$ cat src/rtl/tdc_interval_stats.sv
// Windowed min/max/mean statistics over the interval field of successive TDC results,
// plus skipped-measurement and timeout counters for register readback.
module tdc_interval_stats #(
    parameter int unsigned WINDOW_LOG2    = 4,
    parameter int unsigned INTERVAL_WIDTH = 12
) (
    input  logic                      clk,
    input  logic                      rst_n,
    input  logic [31:0]               tdc_data,
    input  logic                      clear,
    output logic [INTERVAL_WIDTH-1:0] stat_min,
    output logic [INTERVAL_WIDTH-1:0] stat_max,
    output logic [INTERVAL_WIDTH-1:0] stat_mean,
    output logic                      stat_valid,
    output logic [15:0]               window_count,
    output logic [15:0]               missed_count,
    output logic [15:0]               timeout_count
);

    localparam int unsigned PW = 32 - INTERVAL_WIDTH;
    localparam int unsigned SW = INTERVAL_WIDTH + WINDOW_LOG2;
    localparam int unsigned NW = WINDOW_LOG2 + 1;
    localparam logic [NW-1:0] N_LAST = NW'((1 << WINDOW_LOG2) - 1);
    localparam logic [INTERVAL_WIDTH-1:0] IV_ONES = '1;

    typedef enum logic [1:0] {
        S_PRIME,
        S_RUN,
        S_PUBLISH
    } state_t;

    state_t state, state_nxt;

    logic [31:0]               d1;
    logic [PW-1:0]             last_pass;
    logic [NW-1:0]             acc_n;
    logic [SW-1:0]             acc_sum;
    logic [INTERVAL_WIDTH-1:0] acc_min;
    logic [INTERVAL_WIDTH-1:0] acc_max;

    logic [PW-1:0]             d1_pass;
    logic [INTERVAL_WIDTH-1:0] d1_iv;
    logic                      primed;
    logic                      new_result;
    logic                      is_timeout;
    logic                      take_sample;
    logic                      close;
    logic [PW-1:0]             gap;
    logic [32:0]               missed_sum;
    logic [SW-1:0]             sum_next;
    logic [INTERVAL_WIDTH-1:0] min_next;
    logic [INTERVAL_WIDTH-1:0] max_next;

    assign d1_pass     = d1[31:INTERVAL_WIDTH];
    assign d1_iv       = d1[INTERVAL_WIDTH-1:0];
    assign primed      = (state != S_PRIME);
    assign new_result  = primed && (d1_pass != last_pass);
    assign is_timeout  = (d1_iv == IV_ONES);
    assign take_sample = new_result && !clear && !is_timeout;
    assign close       = take_sample && (acc_n == N_LAST);
    // Modular subtraction makes the 0xFFFFF -> 0 wrap a single step with no gap.
    assign gap         = d1_pass - last_pass - PW'(1);
    assign missed_sum  = 33'(missed_count) + 33'(gap);
    assign sum_next    = acc_sum + SW'(d1_iv);
    assign min_next    = (d1_iv < acc_min) ? d1_iv : acc_min;
    assign max_next    = (d1_iv > acc_max) ? d1_iv : acc_max;
    assign stat_valid  = (state == S_PUBLISH);

    // NOTE: every combinational output gets a default first so no path can infer a latch.
    always_comb begin
        state_nxt = state;
        unique case (state)
            S_PRIME:   state_nxt = S_RUN;
            S_RUN,
            S_PUBLISH: state_nxt = close ? S_PUBLISH : S_RUN;
            default:   state_nxt = S_PRIME;
        endcase
    end

    // NOTE: sequential state uses non-blocking assignments so all registers update together.
    always_ff @(posedge clk or negedge rst_n) begin
        if (!rst_n) state <= S_PRIME;
        else        state <= state_nxt;
    end

    always_ff @(posedge clk or negedge rst_n) begin
        if (!rst_n) begin
            d1            <= '0;
            last_pass     <= '0;
            acc_n         <= '0;
            acc_sum       <= '0;
            acc_min       <= '1;
            acc_max       <= '0;
            stat_min      <= '1;
            stat_max      <= '0;
            stat_mean     <= '0;
            window_count  <= '0;
            missed_count  <= '0;
            timeout_count <= '0;
        end else begin
            d1 <= tdc_data;

            // The TDC word is stale after reset, so its pass count becomes the baseline.
            if (!primed)         last_pass <= tdc_data[31:INTERVAL_WIDTH];
            else if (new_result) last_pass <= d1_pass;

            if (clear) begin
                acc_n         <= '0;
                acc_sum       <= '0;
                acc_min       <= '1;
                acc_max       <= '0;
                window_count  <= '0;
                missed_count  <= '0;
                timeout_count <= '0;
            end else begin
                if (new_result) begin
                    missed_count <= (missed_sum > 33'h0_FFFF) ? 16'hFFFF : missed_sum[15:0];
                    if (is_timeout && (timeout_count != 16'hFFFF))
                        timeout_count <= timeout_count + 16'd1;
                end

                if (close) begin
                    stat_min     <= min_next;
                    stat_max     <= max_next;
                    stat_mean    <= INTERVAL_WIDTH'(sum_next >> WINDOW_LOG2);
                    window_count <= window_count + 16'd1;
                    acc_n        <= '0;
                    acc_sum      <= '0;
                    acc_min      <= '1;
                    acc_max      <= '0;
                end else if (take_sample) begin
                    acc_n   <= acc_n + NW'(1);
                    acc_sum <= sum_next;
                    acc_min <= min_next;
                    acc_max <= max_next;
                end
            end
        end
    end

endmodule

$ cat config.mk
export PLATFORM = sky130hd
export DESIGN_NAME = tdc_interval_stats
export DESIGN_NICKNAME = d
export VERILOG_FILES = /design/src/rtl/tdc_interval_stats.sv
export SDC_FILE = /design/constraint.sdc
export NUM_CORES = 1
export LEC_CHECK = 0
export ABC_CLOCK_PERIOD_IN_PS = 6700
export BUFFER_PORTS_ARGS = -buffer_cell sky130_fd_sc_hd__buf_2
export CORE_MARGIN = 10
export CORE_UTILIZATION = 49
export DETAILED_ROUTE_END_ITERATION = 8
export PLACE_DENSITY = 0.68
export SLEW_MARGIN = 25
export SYNTH_ARGS = -nofsm -noshare
export SYNTH_HDL_FRONTEND = slang
export SYNTH_SLANG_ARGS = --single-unit
$ cat constraint.sdc
create_clock -name clk -period 6.7 [get_ports clk]
set_input_delay 0.335 -clock clk [delete_from_list [all_inputs] [get_ports clk]]
set_output_delay 0.335 -clock clk [all_outputs]
set_load 0.05 [all_outputs]
### After elaboration in Yosys (flattened, before gate mapping)

Index checks and enable logic that the tools add are counted.

| storage, ports and cells | value |
|---|---|
| bits in registers | 183 |
| input port bits | 35 |
| output and inout port bits | 85 |
| word-level logic and storage cells | 73 |

| cells by class | value |
|---|---|
| add/subtract/negate cells | 7 |
| order comparisons | 3 |
| equal/unequal tests | 7 |
| mux-type cells | 26 |
| bitwise gates (word level) | 1 |
| reductions and logical operators | 16 |

Operators with widths:

| cell | count |
|---|---|
| 16-bit 2-to-1 mux | 11 |
| 12-bit 2-to-1 mux | 8 |
| 20-bit 2-to-1 mux | 2 |
| 16-bit by 1-bit adder with 16-bit output (second input constant) | 2 |
| 16-bit by 20-bit adder with 21-bit output | 1 |
| 21-bit by 16-bit greater-than comparator with 1-bit output (second input constant) | 1 |
| 20-bit != test | 1 |
| 20-bit by 1-bit subtractor with 20-bit output (second input constant) | 1 |
| 20-bit subtractor | 1 |
| 16-bit by 12-bit adder with 16-bit output | 1 |
| 16-bit != test (second input constant) | 1 |
| 5-bit 2-to-1 mux | 3 |
| 12-bit == test (second input constant) | 1 |
| 12-bit greater-than comparator | 1 |
| 12-bit < comparator | 1 |
| 2-bit nonzero test | 4 |
| 5-bit by 1-bit adder with 5-bit output (second input constant) | 1 |
| 5-bit by 4-bit == test with 1-bit output (second input constant) | 1 |
| 1-bit logical AND | 5 |
| 2-bit case mux with 2 select lines | 1 |
| 2-bit AND reduction | 2 |
| 3-bit nonzero test | 1 |
| 2-bit by 1-bit == test with 1-bit output (second input constant) | 1 |
| 2-bit == test (second input constant) | 1 |
| 6 further kinds | 7 |

### Depth between registers and ports, before layout

| depth | value |
|---|---|
| word-level depth | 7 |
| mapped depth | 21 |
| depth with buffers taken out | 20 |

### Worst setup path before layout

No wires, ideal clock.

| path | value |
|---|---|
| path kind | register -> register |
| start point | register d1[12] |
| end point | register missed_count[11] |
| library setup time | 0.124 ns |
| data arrival time | 4.139 ns |
| required time | 6.576 ns |
| slack | 2.437 ns |
| cell stages (with the launch flop) | 21 |
| path buffers | 1 |
| clock period less this slack | 4.263 ns |
| cell sequence | dfrtp_1 -> ha_1 -> fa_1 -> a211oi_1 -> o21ai_0 -> a21oi_1 -> nor2_1 -> nor2_1 -> o21bai_1 -> a21oi_1 -> xnor2_1 -> ha_1 -> and3_1 -> a221oi_1 -> o21ai_0 -> a41o_1 -> nor2_1 -> o21ai_0 -> a2111oi_4 -> buf_6 -> a21oi_1 |

| between the ends | value |
|---|---|
| word-level cells in the longest chain between the ends | 7 |
| elaborated cells between the ends (all ways) | 10 |
| classes of those cells | add/sub (3); order compare (1); eq/ne (1); mux (3); reduce/logical (2) |

RTL lines:

| what | line | RTL |
|---|---|---|
| from (decl) | 34 | `logic [31:0] d1;` |
| from (signal assigned) | 101 | `d1 <= tdc_data;` |
| 20-bit subtractor | 62 | `assign gap = d1_pass - last_pass - PW'(1);` |
| 20-bit by 1-bit subtractor with 20-bit output | 62 |  |
| 16-bit by 20-bit adder with 21-bit output | 63 | `assign missed_sum = 33'(missed_count) + 33'(gap);` |
| 21-bit by 16-bit greater-than comparator with 1-bit output | 117 | `missed_count <= (missed_sum > 33'h0_FFFF) ? 16'hFFFF : missed_sum[15:0];` |
| 16-bit 2-to-1 mux | 117 |  |
| 16-bit 2-to-1 mux | 116 | `if (new_result) begin` |
| 16-bit 2-to-1 mux | 107 | `if (clear) begin` |
| to (signal assigned) | 117 |  |
| to (decl) | 16 | `output logic [15:0] missed_count,` |

Parallel ways exist; a longest one is shown, timed or not. The select of a mux whose other input is x is not followed.
A chain may end at the register's enable or synchronous reset.

### Worst setup path in the final report

| path | value |
|---|---|
| start point | register d1[12] |
| end point | register missed_count[10] |

Same word-level chain as after synthesis.

==> impl_metrics.csv <==
group,metric,value,unit
floorplanning,die_area,0.0268,mm^2
final_layout,nFillCells,1792,
clock_tree,cts_max_path_buffers,2,
timing,hold_violations,0,
detailed_routing,ant_nets,0,
synth,synth_cells,1052,
detailed_routing,via_per_inst,5.45,
global_routing,gr-max-usage-layer,"met2",
power_and_ir_drop,p_int,0.00206,W
power_and_ir_drop,p_clk_share,30.9,%
setup_path,cpMaxStageDelayCell,"a2111oi_4",
power_and_ir_drop,power_switching,0.00102,W
status,status,"completed",
setup_path,path_buf_inv,0,
setup_path,critical-path-top-delay-family,"compound AO/OA/AOI/OAI gates",
clock_tree,clkSlewWorstSetupHoldPaths,70,ps
timing,period_minus_slack,4890,ps
floorplanning,core_area,0.0202,mm^2
synth,syn_area_per_cell,9.60,um^2
setup_path,arrival,5150,ps
global_routing,use_met2,29.2,%
synth,synth_seq_area_share,45.6,%
final_layout,drive_gt1_share,16.6,%
synth,yosys_warnings,0,
setup_path,start_kind,"flop",
detailed_routing,post_drt_wl_per_cell,16.1,um
setup_path,cp-end-kind,"flop",
clock_tree,cts_tree,"done",
timing,max_slew_margin,31.0,%
flow_run,drv_cap,0,
global_routing,grt_remaining_overflow,0,
synth,synth_nets,1168,
detailed_routing,dr.pass1.iters,5,
synth,async_flop_share,100,%
place,numPortBuffers,119,
timing,whs,4.02,ps
setup_path,worstPathRequired,6960,ps
timing,clock-skew-final,14.2,ps
power_and_ir_drop,power_leakage,5.63,nW
clock_tree,cts.sinks,183,
global_routing,grt_use_met1,22.8,%
setup_path,timing.critical_path.cells,"ha_1 > fa_1 > a211oi_1 > o21ai_0 > a21oi_1 > nor2_1 > nor2_1 > o21bai_1 > a21oi_1 > xnor2_1 > ha_1 > and3_1 > a221oi_1 > o21ai_0 > a41o_1 > nor2_1 > o21ai_0 > a2111oi_4 > a21oi_1",
setup_path,cp_slowest_stage_delay,810,ps
floorplanning,die_h,164,um
synth,synth_edf_count,0,
final_layout,fin_area,0.0116,mm^2
clock_tree,cts-root-buf,"clkbuf_16",
setup_path,critPathMaxFanout,16,
global_routing,grt_max_degree,107,
setup_path,crit_type,"reg -> reg",
floorplanning,die_w,164,um
timing,setup_tns,0,ps
detailed_routing,drtIter0Drc,383,
timing,rsz0062_at_grt,"no",
power_and_ir_drop,p_per_area,267,mW/mm^2
detailed_routing,vias,7898,
global_routing,grt_pass1_wl,39100,um
detailed_routing,wirelength,23300,um
synth,synth_area,0.0101,mm^2
global_routing,grtUsageTotal,17.6,%
power_and_ir_drop,ir_worst_vdd,0.161,mV
clock_tree,h-tree-depth,4,
timing,setup_viol,0,
floorplanning,io_pins,120,
synth,ys_ff_latch,183,
global_routing,use_met3,3.35,%
power_and_ir_drop,p_seq_share,41.3,%
power_and_ir_drop,combPwrFrac,27.7,%
place,gp_congestion,0.877,
place,place_area,0.0109,mm^2
power_and_ir_drop,p_sw_share,33.2,%
timing,finalCritPeriodShare,72.9,%
timing,worstMarginPinSlew,1030,ps
timing,drv_slew,0,
hold_path,min_path_type,"in -> async",
global_routing,first_global_vias,7939,
final_layout,area_growth,14.6,%
clock_tree,numCtsBuffers,17,
floorplanning,rows,52,
global_routing,antenna_found_initial,1,
synth,ys_types,60,
final_layout,nets,1281,
floorplanning,start_util,49.9,%
timing,max_freq,205,MHz
synth,synth_flop_cell,"dfrtp_1",
detailed_routing,post-route-drc-count,0,
clock_tree,clk_latency,430,ps
place,hpwl,16600,um
==> cells in the final DEF, fill, tap and decap left out, types with 5 or more instances in the layout <==
master | synthesis | final
clkbuf_16 | 0 | 17
nor2_1 | 83 | 83
nand2_1 | 117 | 115
inv_1 | 66 | 66
xnor2_1 | 35 | 35
and3_1 | 8 | 8
a31oi_1 | 7 | 6
o31ai_1 | 5 | 5
a21o_1 | 17 | 17
a211oi_1 | 9 | 9
nand3_1 | 17 | 17
ha_1 | 78 | 78
a22o_1 | 21 | 21
xor2_1 | 32 | 32
nand2b_1 | 7 | 7
dfrtp_1 | 159 | 159
mux2i_1 | 25 | 25
buf_2 | 1 | 118
o211ai_1 | 5 | 5
o21a_1 | 7 | 7
or3_1 | 9 | 9
a21oi_1 | 79 | 79
nand4_1 | 16 | 16
o21ai_0 | 99 | 99
dfstp_2 | 24 | 24
inv_6 | 0 | 6
o22a_1 | 12 | 12
o21bai_1 | 8 | 8
dlygate4sd3_1 | 0 | 6
nor3_1 | 18 | 18
==> synthesized netlist by cell type (2+ instances only) <==
cell	count	share of area (%)
a211oi_1	9	0.67
a21o_1	17	1.3
a21oi_1	79	3.9
a221oi_1	2	0.17
a22o_1	21	1.8
a31oi_1	7	0.43
and2_1	3	0.19
and3_1	8	0.50
and4_1	4	0.35
clkbuf_1	33	1.2
dfrtp_1	159	39
dfstp_2	24	6.2
fa_1	3	0.59
ha_1	78	9.7
inv_1	66	2.5
mux2i_1	25	2.5
nand2_1	117	4.3
nand2b_1	7	0.43
nand3_1	17	0.84
nand3b_1	4	0.30
nand4_1	16	0.99
nand4b_1	2	0.17
nor2_1	83	3.1
nor2b_1	4	0.25
nor3_1	18	0.89
nor3b_1	2	0.15
nor4_1	3	0.19
o211ai_1	5	0.37
o21a_1	7	0.52
o21ai_0	99	4.9
o21bai_1	8	0.59
o22a_1	12	1.0
o311ai_0	2	0.17
o31ai_1	5	0.37
o41ai_1	2	0.17
or2_2	3	0.19
or3_1	9	0.56
or4_1	2	0.15
xnor2_1	35	3.0
xor2_1	32	2.8
==> power groups by stage <==
stage | clock (W) | combinational [W] | sequential (W)
floorplan | 0 | 0.000642 | 0.00130
global placement | 0 | 0.000832 | 0.00129
detailed placement | 0 | 0.000846 | 0.00129
CTS | 0.000976 | 0.000857 | 0.00127
global route | 0.00102 | 0.000964 | 0.00129
finish | 0.000953 | 0.000856 | 0.00127
==> per-layer routing <==
metal | vias to the layer above | wire [um]
met5 | - | 0
met4 | 0 | 402
met3 | 25 | 987
met2 | 140 | 11300
met1 | 3811 | 10600
li1 | 3922 | -
==> final timing paths <==
kind                              start               end  slack, ps  cells past startpoint
max                              d1[12]  missed_count[10]       1810                     19
min                               rst_n   missed_count[1]          4                      1
max reg2reg                      d1[12]  missed_count[10]       1810                     19
min reg2reg                 stat_max[4]       stat_max[4]        480                      2
max in group asynchronous         rst_n  timeout_count[3]       5480                      2
min in group clk           tdc_data[11]            d1[11]         20                      1
==> flip-flops by register name (all words and copies together) (netlist names), 16 cells and up <==
signal,count
acc_sum,16
d1,32
last_pass,20
window_count,16
timeout_count,16
missed_count,16
==> final cells by class <==
cell class              instances  area (um^2)  share of cell area [%]
repair buffers                130          706                    6.10
flip-flops and latches        183         4610                    39.8
clock inverters                14          113                   0.973
well taps                     270          338                    2.92
multi-input cells             767         5110                    44.2
inverters                      66          248                    2.14
clock buffers                  18          439                    3.80
diodes                          1         2.50                  0.0216
==> stage by stage <==
step	util [%]	instances	total power (W)	setup WS (ps)
finish	57.2	1449	0.00308	1810
global route	57.2	1449	0.00327	1280
CTS	57.1	1448	0.00311	1800
detailed placement	54.1	1410	0.00214	1800
global placement	54.1	1410	0.00212	1900
floorplan	-	1052	0.00194	2440
==> logic make-up (layout without fill, tap and decap cells) <==
kind of cell               count (synthesis)  in the layout  share of synthesized area, %
DFF                                      183            183                          45.6
and+or+nand+nor                          306            306                          14.0
xor gates and xnor gates                  67             67                          5.81
buffers and inverters                    102            228                          3.88
AOI/OAI and AO/OA                        287            287                          17.8
other                                      0              1                             0
adders and majority gates                 81             81                          10.3
muxes                                     26             26                          2.59
==> repair_timing <==
item                                   in CTS  in global routing
hold buffers                                6                  0
endpoints found under the hold margin       6                  0
resized for setup                           0                  0
buffers inserted                            0                  0
(Power assumes the default switching activity.)
